### config.mk
export PLATFORM = sky130hd
export DESIGN_NAME = clock_counter
export DESIGN_NICKNAME = d
export VERILOG_FILES = /design/src/rtl/clock_counter.sv
export SDC_FILE = /design/constraint.sdc
export NUM_CORES = 1
export LEC_CHECK = 0
export ABC_AREA = 1
export CORE_MARGIN = 2
export CORE_UTILIZATION = 36
export CTS_CLUSTER_SIZE = 12
export DETAILED_ROUTE_END_ITERATION = 12
export SYNTH_ARGS = -nofsm -noshare
export SYNTH_HDL_FRONTEND = slang
export SYNTH_SLANG_ARGS = --single-unit
### constraint.sdc
create_clock -name clk -period 2.18 [get_ports clk]
set_clock_uncertainty 0.05 [all_clocks]
set_input_delay 0.327 -clock clk [delete_from_list [all_inputs] [get_ports clk]]
set_output_delay 0.327 -clock clk [all_outputs]
set_load 0.005 [all_outputs]
### src/rtl/clock_counter.sv
// Time-of-day core: divides clk to a 1 s tick and keeps packed-BCD HH:MM:SS (24 h).
// Two buttons step through RUN / SET_H / SET_M and increment the selected field.
module clock_counter #(
   parameter int unsigned CLK_DIV = 50_000_000
) (
   input  logic       clk,
   input  logic       rst,
   input  logic       mode_btn,
   input  logic       inc_btn,
   output logic [7:0] curHour,
   output logic [7:0] curMin,
   output logic [7:0] curSec,
   output logic [1:0] mode,
   output logic       sec_tick,
   output logic       hour_pulse
);

   localparam int unsigned    PW        = (CLK_DIV > 1) ? $clog2(CLK_DIV) : 1;
   localparam logic [PW-1:0]  PRESC_MAX = PW'(CLK_DIV - 1);

   localparam logic [1:0] S_RUN   = 2'd0;
   localparam logic [1:0] S_SET_H = 2'd1;
   localparam logic [1:0] S_SET_M = 2'd2;

   logic [7:0]    r_hour, r_min, r_sec;
   logic [1:0]    r_mode;
   logic [PW-1:0] r_presc;
   logic          r_sec_tick, r_hour_pulse;
   logic          r_mode_q, r_inc_q;

   logic [7:0]    w_hour_nxt, w_min_nxt, w_sec_nxt;
   logic [1:0]    w_mode_nxt;
   logic [PW-1:0] w_presc_nxt;
   logic          w_sec_tick_nxt, w_hour_pulse_nxt;
   logic          w_mode_edge, w_inc_edge;

   // BCD increment for 00..59 fields, wrapping to 00
   function automatic logic [7:0] bcd_inc60(input logic [7:0] v);
      if (v[3:0] != 4'd9) return {v[7:4], v[3:0] + 4'd1};
      if (v[7:4] >= 4'd5) return 8'h00;
      return {v[7:4] + 4'd1, 4'd0};
   endfunction

   // BCD increment for 00..23 hours, wrapping to 00
   function automatic logic [7:0] bcd_inc24(input logic [7:0] v);
      if (v == 8'h23)     return 8'h00;
      if (v[3:0] != 4'd9) return {v[7:4], v[3:0] + 4'd1};
      return {v[7:4] + 4'd1, 4'd0};
   endfunction

   assign w_mode_edge = mode_btn & ~r_mode_q;
   assign w_inc_edge  = inc_btn  & ~r_inc_q;

   // Next-state: a mode edge always wins over a tick or an inc edge in the same cycle
   always_comb begin
      w_mode_nxt       = r_mode;
      w_hour_nxt       = r_hour;
      w_min_nxt        = r_min;
      w_sec_nxt        = r_sec;
      w_presc_nxt      = r_presc;
      w_sec_tick_nxt   = 1'b0;
      w_hour_pulse_nxt = 1'b0;
      case (r_mode)
         S_RUN: begin
            if (w_mode_edge) begin
               w_mode_nxt  = S_SET_H;
               w_sec_nxt   = 8'h00;
               w_presc_nxt = '0;
            end else if (r_presc == PRESC_MAX) begin
               w_presc_nxt    = '0;
               w_sec_tick_nxt = 1'b1;
               w_sec_nxt      = bcd_inc60(r_sec);
               if (r_sec == 8'h59) begin
                  w_min_nxt = bcd_inc60(r_min);
                  if (r_min == 8'h59) begin
                     w_hour_nxt       = bcd_inc24(r_hour);
                     w_hour_pulse_nxt = 1'b1;
                  end
               end
            end else begin
               w_presc_nxt = r_presc + PW'(1);
            end
         end
         S_SET_H: begin
            w_presc_nxt = '0;
            if (w_mode_edge)     w_mode_nxt = S_SET_M;
            else if (w_inc_edge) w_hour_nxt = bcd_inc24(r_hour);
         end
         S_SET_M: begin
            w_presc_nxt = '0;
            if (w_mode_edge)     w_mode_nxt = S_RUN;
            else if (w_inc_edge) w_min_nxt  = bcd_inc60(r_min);
         end
         default: begin
            w_mode_nxt  = S_RUN;
            w_presc_nxt = '0;
         end
      endcase
   end

   // Button history loads live levels in reset so a held button gives no edge on release
   always_ff @(posedge clk) begin
      r_mode_q <= mode_btn;
      r_inc_q  <= inc_btn;
      if (rst) begin
         r_hour       <= 8'h00;
         r_min        <= 8'h00;
         r_sec        <= 8'h00;
         r_mode       <= S_RUN;
         r_presc      <= '0;
         r_sec_tick   <= 1'b0;
         r_hour_pulse <= 1'b0;
      end else begin
         r_hour       <= w_hour_nxt;
         r_min        <= w_min_nxt;
         r_sec        <= w_sec_nxt;
         r_mode       <= w_mode_nxt;
         r_presc      <= w_presc_nxt;
         r_sec_tick   <= w_sec_tick_nxt;
         r_hour_pulse <= w_hour_pulse_nxt;
      end
   end

   assign curHour    = r_hour;
   assign curMin     = r_min;
   assign curSec     = r_sec;
   assign mode       = r_mode;
   assign sec_tick   = r_sec_tick;
   assign hour_pulse = r_hour_pulse;

endmodule
==> results.md, run 1 <==
STA:
- The shortest period the worst path allows is between 1.5 and 2 ns.
- The number of max-slew violations in the final report was 0.
- The final-layout setup total negative slack is 0 ns.
- Static timing analysis puts the maximum clock frequency at 533 MHz.
- The count of final hold-check violations is 0.
- Setup violations remaining at the end of the flow were counted as 0.
- The final critical-path share of the clock period is between 80% and 90%.
- The slew at the pin closest to its max-slew limit is about 0.51 ns.
- The normalized max-slew margin is between 60% and 70%.
- Setup repair after global routing left no endpoint under its margin.

Synthesis:
- The number of warnings issued by yosys is 0.
- Yosys attributes the largest share of cell area to sky130_fd_sc_hd__dfxtp_1 (35%), sky130_fd_sc_hd__nand2_1 (13%), sky130_fd_sc_hd__nor2_1 (6.3%), sky130_fd_sc_hd__inv_1 (6.2%), sky130_fd_sc_hd__a21oi_1 (5.3%).
- The most common cell in the synthesized netlist is sky130_fd_sc_hd__nand2_1.
- Counting flops and latches in the post-synthesis netlist gives 56.
- For this run, asynchronously set or reset flops after synthesis account for 0%.
- Summed over its instances, the top area cell type makes up between 30% and 40% of the synthesized netlist area.
- The cell accounting for the most synthesized area is sky130_fd_sc_hd__dfxtp_1.
- The average instance in the mapped netlist occupies 6.84 um^2.
- The number of unique standard cell types used by synthesis is 34.
- The most used flip-flop cell after synthesis is sky130_fd_sc_hd__dfxtp_1.
- Yosys mapped a number of flops with a built-in enable equal to 0.
- The share of the Yosys chip area taken by registers is a little over a third.
- The mapped netlist covers ~0.0032 mm^2.
- When the netlist entered floorplanning its net count stood at 484.
- The number of instances in the synthesized netlist is about 470.
- By count the netlist is led by sky130_fd_sc_hd__nand2_1 (110), sky130_fd_sc_hd__dfxtp_1 (56), sky130_fd_sc_hd__nor2_1 (54).

Status:
- The run finished with clean final reports.

Setup path:
- The nature of the critical path endpoint is a flip-flop.
- STA puts the critical path data required time at between 2 and 2.5 ns.
- The critical path in this run is classified as flip-flop to flip-flop.
- The startpoint type of the worst setup path is a flip-flop.
- The maximum net fanout on the critical path is 9.
- STA puts the critical path data arrival time at ~2.0 ns.

Global route:
- The initial antenna violation count is 0.
- Across every metal layer, demand over resource in global routing totals between 15 and 20%.
- The maximum number of pins on one net before global-route repair is 27.
- The number of global-route vias before repair is between 2,000 and 3,000.
- The first-pass GRT wire length is about 13 mm.
- After global routing the overflow that remains totals 0.

Clocking:
- The clock reaches the later pin of the worst-skew pair after 0.31 ns.
- Buffers inserted during clock tree synthesis total 5.
- The clock tree from TritonCTS is done.
- The hold buffer count at CTS is 0.
- Once the clock tree was built, the setup fixing pass inserted 0 buffers.
- The root buffer cell is sky130_fd_sc_hd__clkbuf_8.
- The maximum root-to-sink buffer count is 2.
- The clock-pin slew of the registers on the worst-case setup and hold paths is 0.10 ns.
- The tree built by TritonCTS fans out to between 50 and 60 sinks.
- The total number of H-tree levels is 2.
- After clock tree synthesis, the repair step resized 0 gates.

Die:
- The initial core utilization is 36.8%.
- From left edge to right edge, the die measures roughly 98 um.
- From bottom edge to top edge, the die measures 98.2 um.
- Pin placement for this block handled 32 I/O pins.
- The total die area is between 0.009 and 0.01 mm^2.
- The cell row count is 34.
- The placeable core region is between 0.008 and 0.009 mm^2.

Detailed routing:
- The number of nets with antenna violations after routing is 0.
- The final wirelength is roughly 7.3 mm.
- Across all layers, the routed design uses just over 3,000 vias.
- The first detailed-routing pass took 4 iterations.
- The detailed router finished its first iteration with between 80 and 90 violations.
- The post-detailed-route DRC marker count is 0.
- The ratio of routed vias to standard cells is between 4 and 5.
- The routed length per placed instance is approximately 12 um.

Power and ir drop:
- The worst-case IR drop observed on VDD is between 0.3 and 0.4 mV.
- Power spread over the standard cell area amounts to ~520 mW/mm^2.
- For this design the static power due to leakage is 1.48 nW.

Job:
- The number of violations of the max-capacitance limit is 0.

Layout:
- The layout overhead on the synthesized area is 19.2%.
- The share of layout cells above drive strength 1 is about a tenth.
- 0 antenna diodes ended up in the layout.
- For this run, the share of the core covered by cells in the final layout is between 40% and 50%.
- In the final design database the tool counted around 520 nets.

Min path:
- The tightest min-delay check is of the flip-flop to flip-flop type.

Place:
- At the end of routability-driven placement, the weighted congestion stood at between 0.8 and 0.9.
- Input and output buffers added on the ports amount to 31.
- The detailed-placement wirelength estimate is between 5 and 6 mm.
per-stage QoR:
| stage | hold WS (ns) | area [um^2] | std cells | power, mW | setup slack [ns] |
|---|---|---|---|---|---|
| 2_1_floorplan | 0.305 | 3200 | 467 | 1.15 | 0.530 |
| 3_3_place_gp | 0.412 | 3680 | 607 | 1.20 | 0.177 |
| 3_5_place_dp | 0.415 | 3680 | 607 | 1.20 | 0.126 |
| 4_1_cts | 0.423 | 3810 | 614 | 2.00 | 0.284 |
| 5_1_grt | 0.418 | 3810 | 614 | 2.07 | 0.0568 |
| 6_report | 0.431 | 3810 | 614 | 1.98 | 0.303 |
cells in the final DEF, fill, tap and decap left out, drive strengths merged:
cell type	Yosys	layout
nand2	118	118
nor2	64	64
inv	61	61
dfxtp	56	56
a21oi	34	34
nand3	34	34
clkdlybuf4s50	0	31
nand4	19	19
nor3	16	16
ha	13	13
xor2	11	11
o21ai	11	11
buf	3	7
or2	6	6
clkbuf	3	5
nor4	4	4
xnor2	3	3
o211ai	3	3
nand3b	2	2
nor3b	2	2
o21a	2	2
bufinv	0	2
and3	1	1
clkinv	1	1
sequential cells by signal, indices dropped and copies added (netlist names):
name and count:
r_presc 26, curHour 8, curMin 8, curSec 8, mode 2, hour_pulse 1, r_inc_q 1, r_mode_q 1
sec_tick 1
routing by layer:
layer,GRT usage [%],up-vias,share of wire [%]
li1,-,1591,-
met1,20.4,1377,48
met2,27.8,46,48
met3,3.22,10,2.7
met4,4.95,0,1.3
met5,0,-,0
power breakdown:
part	switching (mW)	leakage, nW	internal, mW
sequential	0.0140	0.453	1.03
combinational	0.0812	0.958	0.0489
clock	0.351	0.0642	0.453
area by class of cell:
class	count	area [um^2]
clock buffers	5	68.8
clock inverters	2	60.1
fillers	920	4870
inverters	62	233
multi-input cells	343	1820
flip-flops and latches	56	1120
well taps	108	135
repair buffers	38	375
path summary, 6_finish.rpt:
path / depth (start not counted) / to / startpoint / slack, ns
setup reg to reg: 10 / curHour[6]$_SDFFE_PP0P_ / curSec[0]$_SDFFE_PP0P_ / 0.30
hold reg to reg: 2 / r_presc[25]$_SDFF_PP0_ / r_presc[25]$_SDFF_PP0_ / 0.43
setup / recovery: 10 / curHour[6]$_SDFFE_PP0P_ / curSec[0]$_SDFFE_PP0P_ / 0.30
hold / removal: 2 / r_presc[25]$_SDFF_PP0_ / r_presc[25]$_SDFF_PP0_ / 0.43
critical path, cell delays in order (launching register included):
cell and delay [ns]:
sky130_fd_sc_hd__dfxtp_1 0.47, sky130_fd_sc_hd__ha_1 0.19, sky130_fd_sc_hd__nand2_1 0.07, sky130_fd_sc_hd__nor2_2 0.18
sky130_fd_sc_hd__nand2_1 0.14, sky130_fd_sc_hd__inv_1 0.07, sky130_fd_sc_hd__nand3_1 0.12, sky130_fd_sc_hd__nand2_4 0.14
sky130_fd_sc_hd__nand3_1 0.15, sky130_fd_sc_hd__nand2_1 0.13, sky130_fd_sc_hd__o21ai_1 0.06
logic make-up (layout without fill, tap and decap cells):
family | count (synthesis) | in the layout | share of synthesized area, %
DFF | 56 | 56 | 35.1
buffers and inverters | 68 | 107 | 8.10
and+or+nand+nor | 266 | 266 | 39.3
adders and majority gates | 13 | 13 | 5.09
AOI/OAI and AO/OA | 50 | 50 | 8.57
xor gates and xnor gates | 14 | 14 | 3.84
(Power assumes the default switching activity.)
==> run 2, diff against run 1 <==
- CORE_ASPECT_RATIO: not set -> 0.75
==> run 2 against run 1 <==
- via count rose by 1.2%
- sequential power about the same
- clock-buffer cell count rose by 1
- critical path depth stayed put
- utilization up 1.4 points
- final area up 1.3%
- first-iteration DRC count increased by 130%
- setup slack worse by 0.057 ns
- non-clock buffer count unchanged
==> results.md, run 2 (synthesis gave the netlist of run 1 again) <==
Status:
- The run finished with clean final reports.

Global route:
- The maximum number of pins on one net before global-route repair was 18 (-33%).
- The first-pass GRT wire length came to 13.1 mm (-0.47%).
- The overall overflow remaining after global route is 0 (unchanged).
- The routing usage on met3 is 3.53% (+0.31 points).
- The met1 usage in global routing is 24.7% (+4.3 points).
- The met2 track demand over resource in global routing is 24.0% (-3.8 points).
- The global router's overall resource usage is 16.4% (+0.28 points).
- The number of global-route vias before repair is 2,758 (-6.5%).
- The initial antenna violation count was 0 (unchanged).
- The layer carrying the most global-route usage is met1.

Power and ir drop:
- The total leakage power is 1.50 nW (+1.6%).
- The worst ir drop on vdd is 0.286 mV (-22%).
- The total design power came to 2.13 mW (+7.5%).
- The power per cell area came to 552 mW/mm^2 (+6.1%).

Detailed routing:
- The ratio of routed vias to standard cells was 4.97 (+0.99%).
- The number of nets with antenna violations after routing is 0 (unchanged).
- The routed length per placed instance is 12.3 um (+3.2%).
- The final wirelength was 7.57 mm (+3.4%).
- The total via count after detailed routing is 3,059 (+1.2%).
- The first-pass detailed-route iteration total was 4 (unchanged).
- The post-detailed-route DRC marker count is 0 (unchanged).
- The DRC violation total after the first TritonRoute iteration is 193 (+130%).

Clocking:
- The root buffer cell is sky130_fd_sc_hd__clkbuf_16.
- The total number of H-tree levels is 2 (unchanged).
- The clock sink count was 56 (unchanged).
- The clock-pin slew of the registers on the worst-case setup and hold paths is 0.07 ns (-0.03 ns).
- The number of buffers created by CTS was 5 (unchanged).
- The insertion delay of the later-clocked pin in the worst-skew pair is 0.30 ns (about the same).
- The number of setup buffers added after CTS was 0 (unchanged).
- The maximum root-to-sink buffer count is 2 (unchanged).
- The hold buffer count at CTS was 0 (unchanged).
- The quantity of gates resized following cts came to 0 (unchanged).
- TritonCTS built the clock tree.

Place:
- The detailed-placement wirelength estimate was 5.83 mm (+4.0%).
- The worst setup slack after placement is 0.114 ns (-0.0122 ns).
- The count of input and output buffers is 31 (unchanged).
- The final weighted congestion in routability-driven placement was 0.841 (-0.68%).
- The placed standard-cell area is 0.00368 mm^2 (unchanged).

Die:
- The die span in y is 85.6 um (-13%).
- The placeable core region is 0.00853 mm^2 (-1.7%).
- The initial core utilization is 37.5% (+0.65 points).
- The top-level I/O count came to 32 (unchanged).
- The cell row count came to 29 (-15%).
- The total die area came to 0.00965 mm^2 (about the same).
- The die width is 113 um (+15%).

STA:
- The count of final setup violators came to 0 (unchanged).
- The count of final hold-check violations is 0 (unchanged).
- The final-layout setup total negative slack was 0 ns (unchanged).
- The normalized max-slew margin was 64.6% (-0.77 points).
- The final critical-path share of the clock period is 88.7% (+2.6 points).
- Setup repair after global routing left no endpoint under its margin.
- The slew at the pin closest to its max-slew limit is 0.525 ns (+0.0115 ns).
- The post-layout worst setup margin is 0.246 ns (-0.0573 ns).
- The final hold slack is 0.430 ns (-0.00119 ns).
- The shortest period the worst path allows was 1.93 ns (+0.0573 ns).
- The highest attainable clock frequency is 517 MHz (-3.0%).
- The number of max-slew violations in the final report was 0 (unchanged).

Setup path:
- In this run the critical register-to-register path is captured at curHour[6]$_SDFFE_PP0P_.
- The critical path required time is 2.32 ns (-0.02 ns).
- The source of the worst register-to-register timing path is r_presc[0]$_SDFF_PP0_.
- The type of the worst setup path is flip-flop to flip-flop.
- The startpoint type of the worst setup path is a flip-flop.
- The critical path goes through ha_1 > nand2_2 > nor2_8 > nand3_1 > nor2_2 > nand3_1 > nand2_4 > nand3_1 > nand2_1 > o21ai_1.
- The maximum net fanout on the critical path is 9 (unchanged).
- On the critical path the largest part of the delay comes from simple AND/OR/NAND/NOR gates.
- The worst reg-to-reg setup slack came to 0.25 ns (-0.06 ns).
- The buffers plus inverters on the worst setup path is 0 (-1).
- The nature of the critical path endpoint is a flip-flop.
- The most numerous cell type found on the critical path is sky130_fd_sc_hd__nand3_1.
- The critical path arrival was 2.08 ns (+0.04 ns).
- For this design, the slowest cell found on the critical path is sky130_fd_sc_hd__dfxtp_1.
- The delay of the slowest cell on the worst path is 0.41 ns (-0.06 ns).
- The number of cell instances on the worst register-to-register path was 10 (unchanged).

Min path:
- The worst hold path cell count is 2 (unchanged).
- In this run the worst hold path is classified as flip-flop to flip-flop.
- The start point of the worst hold path is r_presc[25]$_SDFF_PP0_.
- The end point of the most critical hold path is r_presc[25]$_SDFF_PP0_.

Layout:
- The commonest non-fill, non-tap cell in the layout is sky130_fd_sc_hd__nand2_1.
- The share of layout cells above drive strength 1 is 9.86% (+0.18 points).
- The final-stage net count is 523 (unchanged).
- The area of all placed cells without fillers is 0.00386 mm^2 (+1.3%).
- The antenna cell count is 0 (unchanged).
- Ranked by flip-flop count, first place goes to r_presc.
- From synthesis to final layout, the design area changed by 20.7%.
- The top cell types in the final layout, fill and taps aside, are sky130_fd_sc_hd__nand2_1 (110), sky130_fd_sc_hd__dfxtp_1 (56), sky130_fd_sc_hd__nor2_1 (54).
- The number of flip-flops under the largest register name is 26 (unchanged).

Job:
- The number of violations of the max-capacitance limit came to 0 (unchanged).
-- run 2: cell types whose count changed in the layout (fill, tap and decap cells not counted), sizes merged --
cell    before  now
bufinv       2    1
clkbuf       5    6
clkinv       1    2
-- run 2: per-stage QoR --
step / util [%] / std cells
2_1_floorplan: - / 467
3_3_place_gp: 43.2 / 607
3_5_place_dp: 43.2 / 607
4_1_cts: 45.2 / 615
5_1_grt: 45.2 / 615
6_report: 45.2 / 615
-- run 2: power breakdown --
part / switching, mW / internal (mW)
sequential: 0.0141 / 1.03
combinational: 0.0841 / 0.0491
clock: 0.373 / 0.576
-- run 2: metal layers --
metal / part of all wire, % / up-vias / routed length, um
met5: 0 / - / 0
met3: 5.6 / 5 / 427
met4: 0.81 / 0 / 61
met2: 40 / 64 / 3040
met1: 53 / 1397 / 4040
li1: - / 1593 / -
-- run 2: tightest hold or removal path, stage by stage, from the launching register on --
cell and delay, ns:
sky130_fd_sc_hd__dfxtp_1 0.32, sky130_fd_sc_hd__nand2_1 0.06, sky130_fd_sc_hd__a21oi_1 0.05
-- run 2: worst max path at each step --
| stage | from | to | depth (start not counted) | slack, ns |
|---|---|---|---|---|
| 6_report | r_presc[0]$_SDFF_PP0_ | curHour[6]$_SDFFE_PP0P_ | 10 | 0.25 |
| 5_1_grt | r_presc[0]$_SDFF_PP0_ | curHour[0]$_SDFFE_PP0P_ | 10 | 0.04 |
| 4_1_cts | r_presc[0]$_SDFF_PP0_ | curHour[6]$_SDFFE_PP0P_ | 10 | 0.26 |
| 3_5_place_dp | mode_btn | curHour[6]$_SDFFE_PP0P_ | 9 | 0.11 |
| 3_3_place_gp | mode_btn | curHour[0]$_SDFFE_PP0P_ | 10 | 0.20 |
| 2_1_floorplan | r_presc[0]$_SDFF_PP0_ | curSec[5]$_SDFFE_PP0P_ | 10 | 0.53 |
-- run 2: cell type report --
cell class                 instances  area, um^2
fill                             871        4670
multi-input combinational        343        1820
sequential                        56        1120
timing repair buffer              38         375
inverter                          62         233
clock buffer                       6         139
tap                              108         135
clock inverter                     2        38.8
